**config.mk**
```make
export PLATFORM = sky130hd
export DESIGN_NAME = mem_wb_stage
export DESIGN_NICKNAME = d
export VERILOG_FILES = /design/src/rtl/mips_pkg.sv /design/src/rtl/load_ext.sv /design/src/rtl/mem_wb_stage.sv
export SDC_FILE = /design/constraint.sdc
export NUM_CORES = 1
export LEC_CHECK = 0
export ABC_CLOCK_PERIOD_IN_PS = 1280
export CORE_AREA = 8 8 124 126
export CTS_BUF_LIST = sky130_fd_sc_hd__clkbuf_2
export DETAILED_ROUTE_END_ITERATION = 7
export DIE_AREA = 0 0 132 134
export PLACE_DENSITY = 0.85
export SYNTH_ARGS = -nofsm -noshare
export SYNTH_HDL_FRONTEND = slang
export SYNTH_SLANG_ARGS = --single-unit
```
**constraint.sdc**
```tcl
create_clock -name Clk -period 1.28 [get_ports Clk]
set_input_delay 0.32 -clock Clk [delete_from_list [all_inputs] [get_ports Clk]]
set_output_delay 0.32 -clock Clk [all_outputs]
set_load 0.01 [all_outputs]
```
**src/rtl/mips_pkg.sv**
```systemverilog
// rtl/mips_pkg.sv - shared MIPS pipeline encodings for the MEM->WB stage
package mips_pkg;

    // Write-back data source select
    localparam logic [2:0] WDSEL_ALU = 3'b000;
    localparam logic [2:0] WDSEL_DM  = 3'b001;
    localparam logic [2:0] WDSEL_PC8 = 3'b010;

    // Load width / extension type
    localparam logic [2:0] LD_LW  = 3'b000;
    localparam logic [2:0] LD_LB  = 3'b001;
    localparam logic [2:0] LD_LBU = 3'b010;
    localparam logic [2:0] LD_LH  = 3'b011;
    localparam logic [2:0] LD_LHU = 3'b100;

    // Exception codes reported at retire
    localparam logic [4:0] EXC_NONE = 5'd0;
    localparam logic [4:0] EXC_ADEL = 5'd4;
    localparam logic [4:0] EXC_ADES = 5'd5;

    typedef enum logic {
        ST_RUN,
        ST_TRAP
    } state_t;

endpackage

```
**src/rtl/load_ext.sv**
```systemverilog
// rtl/load_ext.sv - byte/half extraction and sign/zero extension of a DM read word
module load_ext
    import mips_pkg::*;
#(
    parameter int DW = 32
) (
    input  logic [DW-1:0] rd,
    input  logic [1:0]    addr,
    input  logic [2:0]    ld_type,
    output logic [DW-1:0] word
);

    logic [7:0]  byte_sel;
    logic [15:0] half_sel;

    // Pick the addressed byte/half (little-endian lanes) and extend it to a full word
    always_comb begin
        case (addr)
            2'd0:    byte_sel = rd[7:0];
            2'd1:    byte_sel = rd[15:8];
            2'd2:    byte_sel = rd[23:16];
            default: byte_sel = rd[31:24];
        endcase
        half_sel = addr[1] ? rd[31:16] : rd[15:0];
        case (ld_type)
            LD_LB:   word = {{(DW-8){byte_sel[7]}}, byte_sel};
            LD_LBU:  word = {{(DW-8){1'b0}}, byte_sel};
            LD_LH:   word = {{(DW-16){half_sel[15]}}, half_sel};
            LD_LHU:  word = {{(DW-16){1'b0}}, half_sel};
            default: word = rd;
        endcase
    end

endmodule

```
**src/rtl/mem_wb_stage.sv**
```systemverilog
// rtl/mem_wb_stage.sv - MEM->WB pipeline register with write-back select and trap FSM (optional MEM_WB_TRACE_EN)
module mem_wb_stage
    import mips_pkg::*;
#(
    parameter int DW = 32,
    parameter int AW = 5
) (
    input  logic          Clk,
    input  logic          Reset,
    input  logic          Stall,
    input  logic          Flush,
    input  logic          ExcClr,
    input  logic          M_Valid,
    input  logic [DW-1:0] M_PC,
    input  logic [2:0]    M_WDsel,
    input  logic [2:0]    M_LdType,
    input  logic [DW-1:0] M_A,
    input  logic [DW-1:0] M_RD,
    input  logic [DW-1:0] M_ALU,
    input  logic [AW-1:0] M_A3,
    input  logic          M_RegWr,
    input  logic          M_AdEl,
    input  logic          M_AdEs,
    output logic          W_Valid,
    output logic [DW-1:0] W_PC,
    output logic [AW-1:0] W_A3,
    output logic [DW-1:0] W_WD,
    output logic          W_RegWr,
    output logic          W_Exc,
    output logic [4:0]    W_ExcCode,
    output logic          Trap
);

    state_t        state;
    state_t        state_next;
    logic [DW-1:0] ld_word;
    logic [DW-1:0] wd;
    logic          run;
    logic          exc;
    logic [4:0]    exc_code;
    logic          regwr_d;
    logic          unused_addr;

    // Only the byte lane bits of the DM address matter in this stage
    assign unused_addr = ^M_A[DW-1:2];

    load_ext #(.DW(DW)) u_load_ext (
        .rd      (M_RD),
        .addr    (M_A[1:0]),
        .ld_type (M_LdType),
        .word    (ld_word)
    );

    // Write-back value, exception decode and GRF write qualification
    always_comb begin
        case (M_WDsel)
            WDSEL_DM:  wd = ld_word;
            WDSEL_PC8: wd = M_PC + DW'(8);
            default:   wd = M_ALU;
        endcase
        run      = (state == ST_RUN);
        exc      = M_Valid & (M_AdEl | M_AdEs);
        exc_code = M_AdEl ? EXC_ADEL : EXC_ADES;
        regwr_d  = M_RegWr & M_Valid & ~exc & (M_A3 != '0) & run;
    end

    // Trap FSM next state: a flush still lets ExcClr act, a plain stall freezes it
    always_comb begin
        state_next = state;
        case (state)
            ST_RUN:  if (!Flush && !Stall && exc) state_next = ST_TRAP;
            ST_TRAP: if (ExcClr && (Flush || !Stall)) state_next = ST_RUN;
            default: state_next = ST_RUN;
        endcase
    end

    // Trap FSM state register
    always_ff @(posedge Clk or negedge Reset) begin
        if (!Reset) state <= ST_RUN;
        else        state <= state_next;
    end

    // Stage registers: flush inserts a bubble, stall holds, TRAP squashes retirement
    always_ff @(posedge Clk or negedge Reset) begin
        if (!Reset) begin
            W_Valid   <= 1'b0;
            W_PC      <= '0;
            W_A3      <= '0;
            W_WD      <= '0;
            W_RegWr   <= 1'b0;
            W_Exc     <= 1'b0;
            W_ExcCode <= EXC_NONE;
        end else if (Flush) begin
            W_Valid   <= 1'b0;
            W_PC      <= '0;
            W_A3      <= '0;
            W_WD      <= '0;
            W_RegWr   <= 1'b0;
            W_Exc     <= 1'b0;
            W_ExcCode <= EXC_NONE;
        end else if (!Stall) begin
            W_Valid   <= M_Valid & run;
            W_PC      <= M_PC;
            W_A3      <= M_A3;
            W_WD      <= wd;
            W_RegWr   <= regwr_d;
            W_Exc     <= exc & run;
            W_ExcCode <= (exc & run) ? exc_code : EXC_NONE;
        end
    end

    assign Trap = (state == ST_TRAP);

`ifdef MEM_WB_TRACE_EN
    // Log every GRF write as it is committed into the W stage
    always @(posedge Clk) begin
        if (Reset && !Flush && !Stall && regwr_d)
            $display("@%h: $%d <= %h", M_PC, M_A3, wd);
    end
`endif

endmodule

```
==> out/metrics.yaml <==
placed_design:
  gp_congestion: 0.9135
  place_hpwl_microns: 17070
  place_inst: 1053
  post-place-ws_ns: -1.307
  portBuffers: 192
floorplanning:
  design.die.area_sq_um: 17690
  pin_count: 226
  start_util: 0.3755
  row_count: 43
  fp.dieH_microns: 134
  coreArea_sq_um: 13500
  die_x_microns: 132
clocking:
  path_clk_slew_ns: 0.24
  h-tree-depth: 3
  cts-root-buf: "clkbuf_2"
  cts_tree: "yes"
  insertion_delay_ns: 0.59
  clockBufferDepth: 2
  clock-sinks: 74
  cts_buffers: 9
setup_path:
  crit_arrival_ns: 2.27
  critPathBufInv: 3
  r2r_setup_slack_ns: -0.15
  cp.required_ns: 1.75
  cpLargestDelayFamily: "simple AND/OR/NAND/NOR gates"
  cp-start-kind: "input port"
  cp_slowest_cell: "nor4_1"
  cp-end-kind: "flip-flop"
  path_cells: "buf_2, buf_6, or3b_4, buf_6, nor4_1, a31oi_1, a311oi_1"
  cpPeakStageDelay_ns: 0.71
  crit_top_cell: "buf_6"
  crit_type: "in -> reg"
  crit_fanout: 5
layout:
  multiInputGateArea_sq_um: 3478
  nFillCells: 1044
  final_cells: 1148
  nets: 1111
  final_cell_mix: "187 x buf_4, 74 x dfrtp_1, 72 x clkdlybuf4s50_1, 63 x nor2_1, 63 x buf_6"
  layout_commonest_cell: "buf_4"
  syn_to_final_growth_pct: 83.32
  seq_area_sq_um: 1852
  final_core_util: 0.6884
  layout-drive-gt1-share: 0.4385
sta:
  drv_slew: 0
  layout_min_cycle_time_ns: 1.797
  hold_viol_final: 0
  tightest_slew_ns: 0.8217
  rsz0062_at_grt: "yes"
  maxSlewHeadroom: 0.4472
  worst_slack_ns: -0.5173
  clock_skew_ns: 0.0004415
  setup_viol: 88
  setup_tns_ns: -15.57
  period_share: 1.404
  fmaxAchievable_mhz: 556.4
drt:
  drc: 0
  wl_per_cell_microns: 21.84
  vias: 6645
  routed_wl_microns: 25070
  firstDrtPassIters: 8
  first_iter_violations: 807
  antenna_left: 0
  viasPerCell: 5.788
synthesis:
  seq_area_frac_synth: 0.3652
  synth-edff-count: 0
  synth_ff_type: "dfrtp_1"
  synth_warnings: 0
  synth_seq_cells: 74
  ys_async_sr_fraction: 1.000
  syn_area_sq_um: 5071
  synth_cell_type_count: 60
  syn_avg_cell_area_sq_um: 8.698
  syn_inst: 583
flow_run:
  maxCapViolCount: 0
global_routing:
  grt_pass1_wl_microns: 37390
  grt_max_degree: 65
  gr-total-overflow: 0
  antenna_found_initial: 1
  first_global_vias: 6939
  grt_usage: 0.2645
power_and_ir_drop:
  power_density_nw_per_um2: 725.0
  power_mw: 6.740
  ir_drop_mv: 0.5253
  power.leakage_nw: 4.364
outcome:
  violations: "setup timing"
  status: "finished, violations left"
min_path:
  hp-class: "in -> reg"
[per-stage QoR]
stage / area (sq um) / hold slack, ns
floorplan: 5426 / 0.02441
global placement: 8327 / 0.2401
detailed placement: 8327 / 0.2439
CTS: 8985 / 0.1069
global route: 9296 / 0.05247
finish: 9296 / 0.07963
[worst reg2reg max path: cells and delay by family (launching register included)]
family,cells,cell delay (ns)
flops,1,0.41
simple gates,3,0.84
compound gates,1,0.10
[repair_timing]
action,CTS,global route
hold buffers,1,0
buffers inserted,54,20
endpoints found under the hold margin,74,0
setup endpoints to repair,111,102
gates resized for setup,504,48
pin swaps,43,27
cloned,5,0
[registers in the layout, summed over array words and instances, names as in the netlist]
signal and count:
Trap 1, W_A3 5, W_ExcCode 2, W_PC 32, W_RegWr 1, W_Valid 1, W_WD 32
[cell families (layout without fill, tap and decap cells)]
family | Yosys count | in the layout | share of synthesized area
buf+inv | 67 | 446 | 0.05551
compound gates | 170 | 170 | 0.2228
mux | 53 | 53 | 0.1229
simple gates | 204 | 207 | 0.2080
fa+ha+maj | 1 | 1 | 0.002467
other cells | 1 | 4 | 0.0007395
xor+xnor | 13 | 13 | 0.02245
flops | 74 | 74 | 0.3652
[cell usage after synthesis, types with 2 or more instances]
cell type	n	area share
or3b_1	3	0.0052
and3_1	6	0.0074
or4_1	2	0.0030
nor2b_1	25	0.031
or3_1	2	0.0025
o21ai_0	36	0.036
and4_1	5	0.0086
mux2i_1	42	0.083
o311a_1	7	0.014
o32ai_1	6	0.010
nand2_1	29	0.021
inv_1	18	0.013
a22oi_1	5	0.0074
buf_4	6	0.0089
clkbuf_1	33	0.024
nand4_1	8	0.0099
a31oi_1	3	0.0037
nor4b_1	2	0.0035
a311oi_1	14	0.024
a211oi_1	3	0.0044
buf_1	4	0.0030
nor3b_1	2	0.0030
dfrtp_1	74	0.37
xor2_1	6	0.010
nor2_1	67	0.050
a32oi_1	2	0.0035
o21ai_1	6	0.0059
mux4_2	7	0.031
xnor2_1	7	0.012
o2bb2ai_1	2	0.0035
a221oi_1	13	0.022
a21boi_0	3	0.0044
nand3_1	11	0.011
nor4_1	10	0.012
a21oi_1	53	0.052
nor3_1	17	0.017
o211a_1	4	0.0079
and2_1	3	0.0037
nand2b_1	6	0.0074
buf_2	6	0.0059
o221ai_1	2	0.0035
o2111ai_1	2	0.0035
mux2_2	4	0.0089
[layer usage]
layer,part of all wire,track usage
met5,0,0
met4,0.044,0.1174
met3,0.10,0.08115
met2,0.48,0.4508
met1,0.37,0.2998
[report_power, final]
part | total [mW] | switching (mW) | internal, mW
clock | 1.59 | 0.937 | 0.655
combinational | 2.55 | 1.20 | 1.35
sequential | 2.60 | 0.109 | 2.49
[layout make-up]
cell class,instances,area share
Antenna cell,1,0.0002692
Clock buffer,10,0.005384
Clock inverter,6,0.009556
Inverter,18,0.007268
Multi-Input combinational cell,447,0.3742
Sequential cell,74,0.1992
Tap cell,180,0.02423
Timing Repair Buffer,412,0.3799
[final timing paths]
check	startpoint	endpoint	depth (start not counted)
setup reg to reg	W_WD[10]	W_WD[10]	4
min in group asynchronous	Reset	W_PC[28]	2
hold reg to reg	W_PC[9]	W_PC[9]	2
max in group asynchronous	Reset	W_WD[10]	3
hold / removal	M_PC[4]	W_PC[4]	4
setup / recovery	M_WDsel[0]	W_WD[21]	7
Power figures use the tool's default switching activity.
